**src/rtl/io_input_conditioner_pkg.sv**
```systemverilog
// Shared board widths, clock rate and debounce defaults for the KEY/SW input front end.
// Also holds the per-bit flip classification used by the debouncer.
package io_input_conditioner_pkg;

    localparam int IO_N_KEY           = 4;
    localparam int IO_N_SW            = 10;
    localparam int IO_CLOCK_HZ        = 50_000_000;
    localparam int IO_DEBOUNCE_MS     = 10;
    localparam int IO_DEBOUNCE_CYCLES = (IO_CLOCK_HZ / 1000) * IO_DEBOUNCE_MS;

    typedef enum logic [1:0] {
        FLIP_NONE = 2'd0,
        FLIP_RISE = 2'd1,
        FLIP_FALL = 2'd2
    } flip_e;

    // Counter must be able to hold DEBOUNCE_CYCLES-1; one extra state keeps width >= 1.
    function automatic int dbnc_cnt_width(input int cycles);
        return $clog2(cycles + 1);
    endfunction

endpackage

```
**src/rtl/io_input_conditioner_debounce_bit.sv**
```systemverilog
// One debounced input bit: two-flop synchroniser, stability counter, debounced level,
// and registered rise/fall pulses that coincide with the first cycle of the new level.
module debounce_bit
    import io_input_conditioner_pkg::*;
#(
    parameter int DEBOUNCE_CYCLES = IO_DEBOUNCE_CYCLES,
    parameter bit RESET_PIN       = 1'b0,
    parameter bit ACTIVE_LOW      = 1'b0
) (
    input  logic clock,
    input  logic reset,
    input  logic pin_i,
    output logic level_o,
    output logic rise_o,
    output logic fall_o,
    output logic rise_d_o
);

    localparam int             CW     = dbnc_cnt_width(DEBOUNCE_CYCLES);
    localparam logic [CW-1:0]  CNT_TC = CW'(DEBOUNCE_CYCLES - 1);

    logic          sync1_q;
    logic          sync2_q;
    logic          sample;
    logic [CW-1:0] cnt_q;
    logic [CW-1:0] cnt_d;
    logic          level_q;
    logic          level_d;
    logic          rise_q;
    logic          fall_q;
    flip_e         flip_d;

    assign sample = sync2_q ^ ACTIVE_LOW;

    always_comb begin
        cnt_d   = cnt_q;
        level_d = level_q;
        flip_d  = FLIP_NONE;
        if (sample == level_q) begin
            cnt_d = '0;
        end else if (cnt_q == CNT_TC) begin
            level_d = sample;
            cnt_d   = '0;
            flip_d  = sample ? FLIP_RISE : FLIP_FALL;
        end else begin
            cnt_d = cnt_q + CW'(1);
        end
    end

    always_ff @(posedge clock or posedge reset) begin
        if (reset) begin
            sync1_q <= RESET_PIN;
            sync2_q <= RESET_PIN;
            cnt_q   <= '0;
            level_q <= 1'b0;
            rise_q  <= 1'b0;
            fall_q  <= 1'b0;
        end else begin
            sync1_q <= pin_i;
            sync2_q <= sync1_q;
            cnt_q   <= cnt_d;
            level_q <= level_d;
            rise_q  <= (flip_d == FLIP_RISE);
            fall_q  <= (flip_d == FLIP_FALL);
        end
    end

    assign level_o  = level_q;
    assign rise_o   = rise_q;
    assign fall_o   = fall_q;
    assign rise_d_o = (flip_d == FLIP_RISE);

endmodule

```
**src/rtl/io_input_conditioner.sv**
```systemverilog
// Board KEY/SW front end: per-bit synchronise + debounce, active-high key levels,
// press/release pulses and write-1-to-clear sticky press flags for the I/O hub.
module io_input_conditioner
    import io_input_conditioner_pkg::*;
#(
    parameter int N_KEY           = IO_N_KEY,
    parameter int N_SW            = IO_N_SW,
    parameter int DEBOUNCE_CYCLES = IO_DEBOUNCE_CYCLES
) (
    input  logic             clock,
    input  logic             reset,
    input  logic [N_KEY-1:0] key_raw,
    input  logic [N_SW-1:0]  sw_raw,
    output logic [N_KEY-1:0] key_level,
    output logic [N_SW-1:0]  sw_level,
    output logic [N_KEY-1:0] key_press,
    output logic [N_KEY-1:0] key_release,
    output logic [N_KEY-1:0] key_sticky,
    input  logic [N_KEY-1:0] sticky_clr
);

    logic [N_KEY-1:0] key_press_d;
    logic [N_KEY-1:0] key_sticky_q;
    logic [N_KEY-1:0] key_sticky_d;
    logic [N_SW-1:0]  sw_rise_unused;
    logic [N_SW-1:0]  sw_fall_unused;
    logic [N_SW-1:0]  sw_rise_d_unused;

    // Key pins idle high (released) and are inverted so level 1 means pressed.
    for (genvar k = 0; k < N_KEY; k++) begin : g_key
        debounce_bit #(
            .DEBOUNCE_CYCLES (DEBOUNCE_CYCLES),
            .RESET_PIN       (1'b1),
            .ACTIVE_LOW      (1'b1)
        ) u_dbnc (
            .clock    (clock),
            .reset    (reset),
            .pin_i    (key_raw[k]),
            .level_o  (key_level[k]),
            .rise_o   (key_press[k]),
            .fall_o   (key_release[k]),
            .rise_d_o (key_press_d[k])
        );
    end

    for (genvar s = 0; s < N_SW; s++) begin : g_sw
        debounce_bit #(
            .DEBOUNCE_CYCLES (DEBOUNCE_CYCLES),
            .RESET_PIN       (1'b0),
            .ACTIVE_LOW      (1'b0)
        ) u_dbnc (
            .clock    (clock),
            .reset    (reset),
            .pin_i    (sw_raw[s]),
            .level_o  (sw_level[s]),
            .rise_o   (sw_rise_unused[s]),
            .fall_o   (sw_fall_unused[s]),
            .rise_d_o (sw_rise_d_unused[s])
        );
    end

    // A press landing on the same edge as a clear wins, so no press is ever lost.
    always_comb begin
        key_sticky_d = (key_sticky_q & ~sticky_clr) | key_press_d;
    end

    always_ff @(posedge clock or posedge reset) begin
        if (reset) begin
            key_sticky_q <= '0;
        end else begin
            key_sticky_q <= key_sticky_d;
        end
    end

    assign key_sticky = key_sticky_q;

endmodule

```
**config.mk**
```make
export PLATFORM = sky130hd
export DESIGN_NAME = io_input_conditioner
export DESIGN_NICKNAME = d
export VERILOG_FILES = /design/src/rtl/io_input_conditioner_pkg.sv /design/src/rtl/io_input_conditioner_debounce_bit.sv /design/src/rtl/io_input_conditioner.sv
export SDC_FILE = /design/constraint.sdc
export NUM_CORES = 1
export LEC_CHECK = 0
export ABC_AREA = 1
export BUFFER_PORTS_ARGS = -buffer_cell sky130_fd_sc_hd__buf_2
export CAP_MARGIN = 20
export CORE_ASPECT_RATIO = 1.1
export CORE_MARGIN = 10
export CORE_UTILIZATION = 45
export CTS_BUF_LIST = sky130_fd_sc_hd__clkbuf_2 sky130_fd_sc_hd__clkbuf_4 sky130_fd_sc_hd__clkbuf_8
export DETAILED_ROUTE_END_ITERATION = 16
export PLACE_DENSITY = 0.57
export SLEW_MARGIN = 20
export SYNTH_ARGS = -nofsm -noshare
export SYNTH_HDL_FRONTEND = slang
export SYNTH_SLANG_ARGS = --single-unit
export TNS_END_PERCENT = 50
```
**constraint.sdc**
```tcl
create_clock -name clock -period 13.5 [get_ports clock]
set_input_delay 0.675 -clock clock [delete_from_list [all_inputs] [get_ports clock]]
set_output_delay 0.675 -clock clock [all_outputs]
set_load 0.05 [all_outputs]
```
==> results.md <==
- M3 GR Usage: about 2.8%
- First-pass GRT wire length: about 63 mm
- Seq pwr share: 48.5%
- Min-Delay Path Class: input pin to flip-flop
- Fmax: 0.411 GHz
- Reg2reg setup slack: 11.61 ns
- Residual DRC count: 0
- Vias per inst: between 4 and 5
- Worst Reg-to-Reg Cells: 5
- Sw Ratio: between 20% and 30%
- Seq cells post-synth: 320
- CP Max Fanout: 128
- RD Place Congestion: 0.872
- Post-place setup slack: just over 10 ns
- Power Dens Cells: about 100 mW/mm2
- Post-synth EDFFs: 0
- WP data arrival: about 3.1 ns
- Clock power frac: between 40% and 50%
- Slew Limit Fails: 0
- Hold Fails Final Rpt: 0
- Post-CTS repair timing setup buffer count: 0
- FFs w/ async S/R, synth: 100%
- Worst Hold End: g_sw[9].u_dbnc.sync1_q$_DFF_PP0_
- Initial antenna violation count: 0
- Status: finished clean
- Post-route ant nets: 0
- Die area: 0.0474 mm2
- CP Capture Type: asynchronous set/reset pin
- Synth cell types: 32
- Yosys warns: 0
- Minimum clock period: 2.43 ns
- Initial DRC Count: 769
- Site Rows: 75
- Worst slew margin: between 30% and 40%
- Most used flip-flop cell after synthesis: dfrtp_1
- Hpwl dp: 25.8 mm
- WP buf/inv: 4
- Commonest non-fill, non-tap cell in the layout: nor2_1
- Final setup fails: 0
- Leakage power: 8.53 nW
- CTS Hold Buffers Added: 0
- Antenna Cells: 0
- Port Buf Inserts: 45
- Layout cells sized above 1: 12.4%
- Met2 Usage GRT: about 25%
- CP delay by family, top: buffers and inverters
- Syn Area/Cell: between 7 and 8 um2
- R2r startpoint: g_key[0].u_dbnc.sync2_q$_DFF_PP1_
- Syn-to-layout area delta: 10.9%
- CTS buffer count: 57
- Syn_nets: 2,396
- Top Ports: 46
- TritonCTS Sinks: 320
- RSZ-0062 raised after global routing: no
- Combinational Power Share: 3.0%
- Tot Pwr: 2.03 mW
- Crit-path cells: buf_2 > inv_8 > buf_4 > buf_4
- Required @ worst endpoint: 14.13 ns
- Commonest cells after routing, fill and taps aside: nor2_1 (679), nand2_1 (425), dfrtp_1 (312), inv_1 (264), nand3_1 (179)
- NetSw: 452 uW
- CORE AREA: 0.0384 mm2
- Max VDD drop: slightly below 0.09 mV
- Resize count post-CTS: 0
- GRT Max-Usage Layer: met2
- Grt ovf: 0
- Worst path slowest cell: buf_4
- Clock buffer depth: 3
- Max-cap viol count: 0
- Die width: 209 um
- Pin count of the biggest net entering global routing: 129
- Overall Global Routing Usage: 15.3%
- Met1 usage: 19.7%
- Cell Area, Placed: approximately 0.018 mm2
- Kind of critical path: input pin to asynchronous set/reset pin
- Synth Instances: 2,362
- Clk_skew: about 0.019 ns
- Clk_lat worst skew: 0.63 ns
- Vias in the first global route: 13.8k
- CTS tree: built
- Startpoint types: input pin
- Worst hold path startpoint: sw_raw[9]
- Root Buffer: clkbuf_8
- Most common cell on crit path: buf_4
- Fin Setup TNS: 0 ns
- Per-cell routed wire length: 12.1 um
- P_int: 1.58 mW
- NumNets Final: 2,467
- Die Y: 227 um
- Final period util: 18.0%
- Pre-antenna DRT Iters: 5
- Seq/Total Area, Yosys: 45.6%
- H-tree depth: 2
- Via count: 14.1k
- Final WS setup: 11.07 ns
- Worst slew pin tran: ~0.90 ns
- Synthesized cell area: around 0.018 mm2
- WL final: about 36 mm
- Crit-path max cell delay: 0.83 ns
- Initial Util: 45.8%
- Hold depth: 1
- Reg2Reg Capture Point: g_key[0].u_dbnc.cnt_q[17]$_DFF_PP0_
- Finished Cell Area: 0.0195 mm2
- CTS clk-pin slew, worst paths: around 0.060 ns
[power groups by stage]
stage | sequential [mW] | combinational (mW) | clock (mW)
after global routing | 0.986 | 0.0726 | 1.07
after detailed placement | 1.00 | 0.0643 | 0
after floorplan | 1.00 | 0.0452 | 0
after global placement | 1.00 | 0.0631 | 0
final | 0.985 | 0.0609 | 0.984
after CTS | 0.985 | 0.0644 | 1.02
[metrics by stage]
step	instances	utilization (%)	hold WS (ns)
floorplan	2362	-	0.331
global placement	2874	47.5	0.333
detailed placement	2874	47.5	0.335
CTS	2975	50.8	0.0794
global route	2975	50.8	0.0932
finish	2975	50.8	0.148
[cell usage after synthesis, types with 6 or more instances]
library cell / n / area share, %
xnor2_1: 41 / 2.0
nor2_1: 679 / 14
a21oi_1: 46 / 1.3
dfrtp_1: 312 / 44
xor2_1: 83 / 4.1
xor2_2: 6 / 0.55
nor2_2: 51 / 1.8
nand4_1: 24 / 0.85
and2_1: 15 / 0.53
o22ai_1: 9 / 0.32
buf_2: 7 / 0.20
ha_1: 14 / 1.0
o21ai_1: 11 / 0.31
inv_2: 17 / 0.36
nand2_2: 46 / 1.6
inv_1: 265 / 5.7
nand3_2: 8 / 0.46
nand3_1: 179 / 5.1
o21ai_0: 29 / 0.82
nand3b_1: 6 / 0.26
dfstp_2: 8 / 1.2
nor3_1: 14 / 0.40
nand2_1: 425 / 9.1
buf_4: 24 / 1.0
nor3b_1: 13 / 0.55
nor2_4: 16 / 1.0
[kinds of logic after synthesis]
kind of cell    Yosys count  synth area share [%]
simple gates           1479                  36.3
flops                   320                  45.6
buf+inv                 318                  7.35
xor+xnor                131                  6.82
compound gates          100                  2.99
fa+ha+maj                14                 0.996
[area by class of cell]
class	instances	area, um2
fill	3729	18900
multi-input combinational	1724	8290
sequential	320	8020
clock buffer	92	1140
inverter	282	1070
tap	500	626
timing repair buffer	48	248
clock inverter	9	123
[how the worst max path moves through the flow]
stage	from	to	cells past startpoint
after floorplan	reset	g_key[0].u_dbnc.cnt_q[0]$_DFF_PP0_	1
after global placement	reset	g_sw[2].u_dbnc.level_o$_DFFE_PP0P_	4
after detailed placement	reset	g_sw[2].u_dbnc.cnt_q[12]$_DFF_PP0_	4
after CTS	reset	g_sw[7].u_dbnc.cnt_q[16]$_DFF_PP0_	4
after global routing	reset	g_sw[3].u_dbnc.cnt_q[11]$_DFF_PP0_	4
final	reset	g_sw[8].u_dbnc.sync1_q$_DFF_PP0_	4
[layer usage]
metal / vias up / wire length (um) / share of wire [%]
met2: 194 / 16400 / 46
met1: 6442 / 17200 / 48
met4: 0 / 862 / 2.4
met5: - / 0 / 0
li1: 7414 / - / -
met3: 71 / 1400 / 3.9
[sequential cells by signal (all words and copies together), names as in the netlist]
name and cells:
g_sw.u_dbnc.cnt_q 190, g_key.u_dbnc.cnt_q 76, g_sw.u_dbnc.level_o 10, g_sw.u_dbnc.sample 10, g_sw.u_dbnc.sync1_q 10, g_key.u_dbnc.fall_o 4, g_key.u_dbnc.level_o 4, g_key.u_dbnc.rise_o 4
g_key.u_dbnc.sync1_q 4, g_key.u_dbnc.sync2_q 4, key_sticky 4
(Power assumes the default switching activity.)
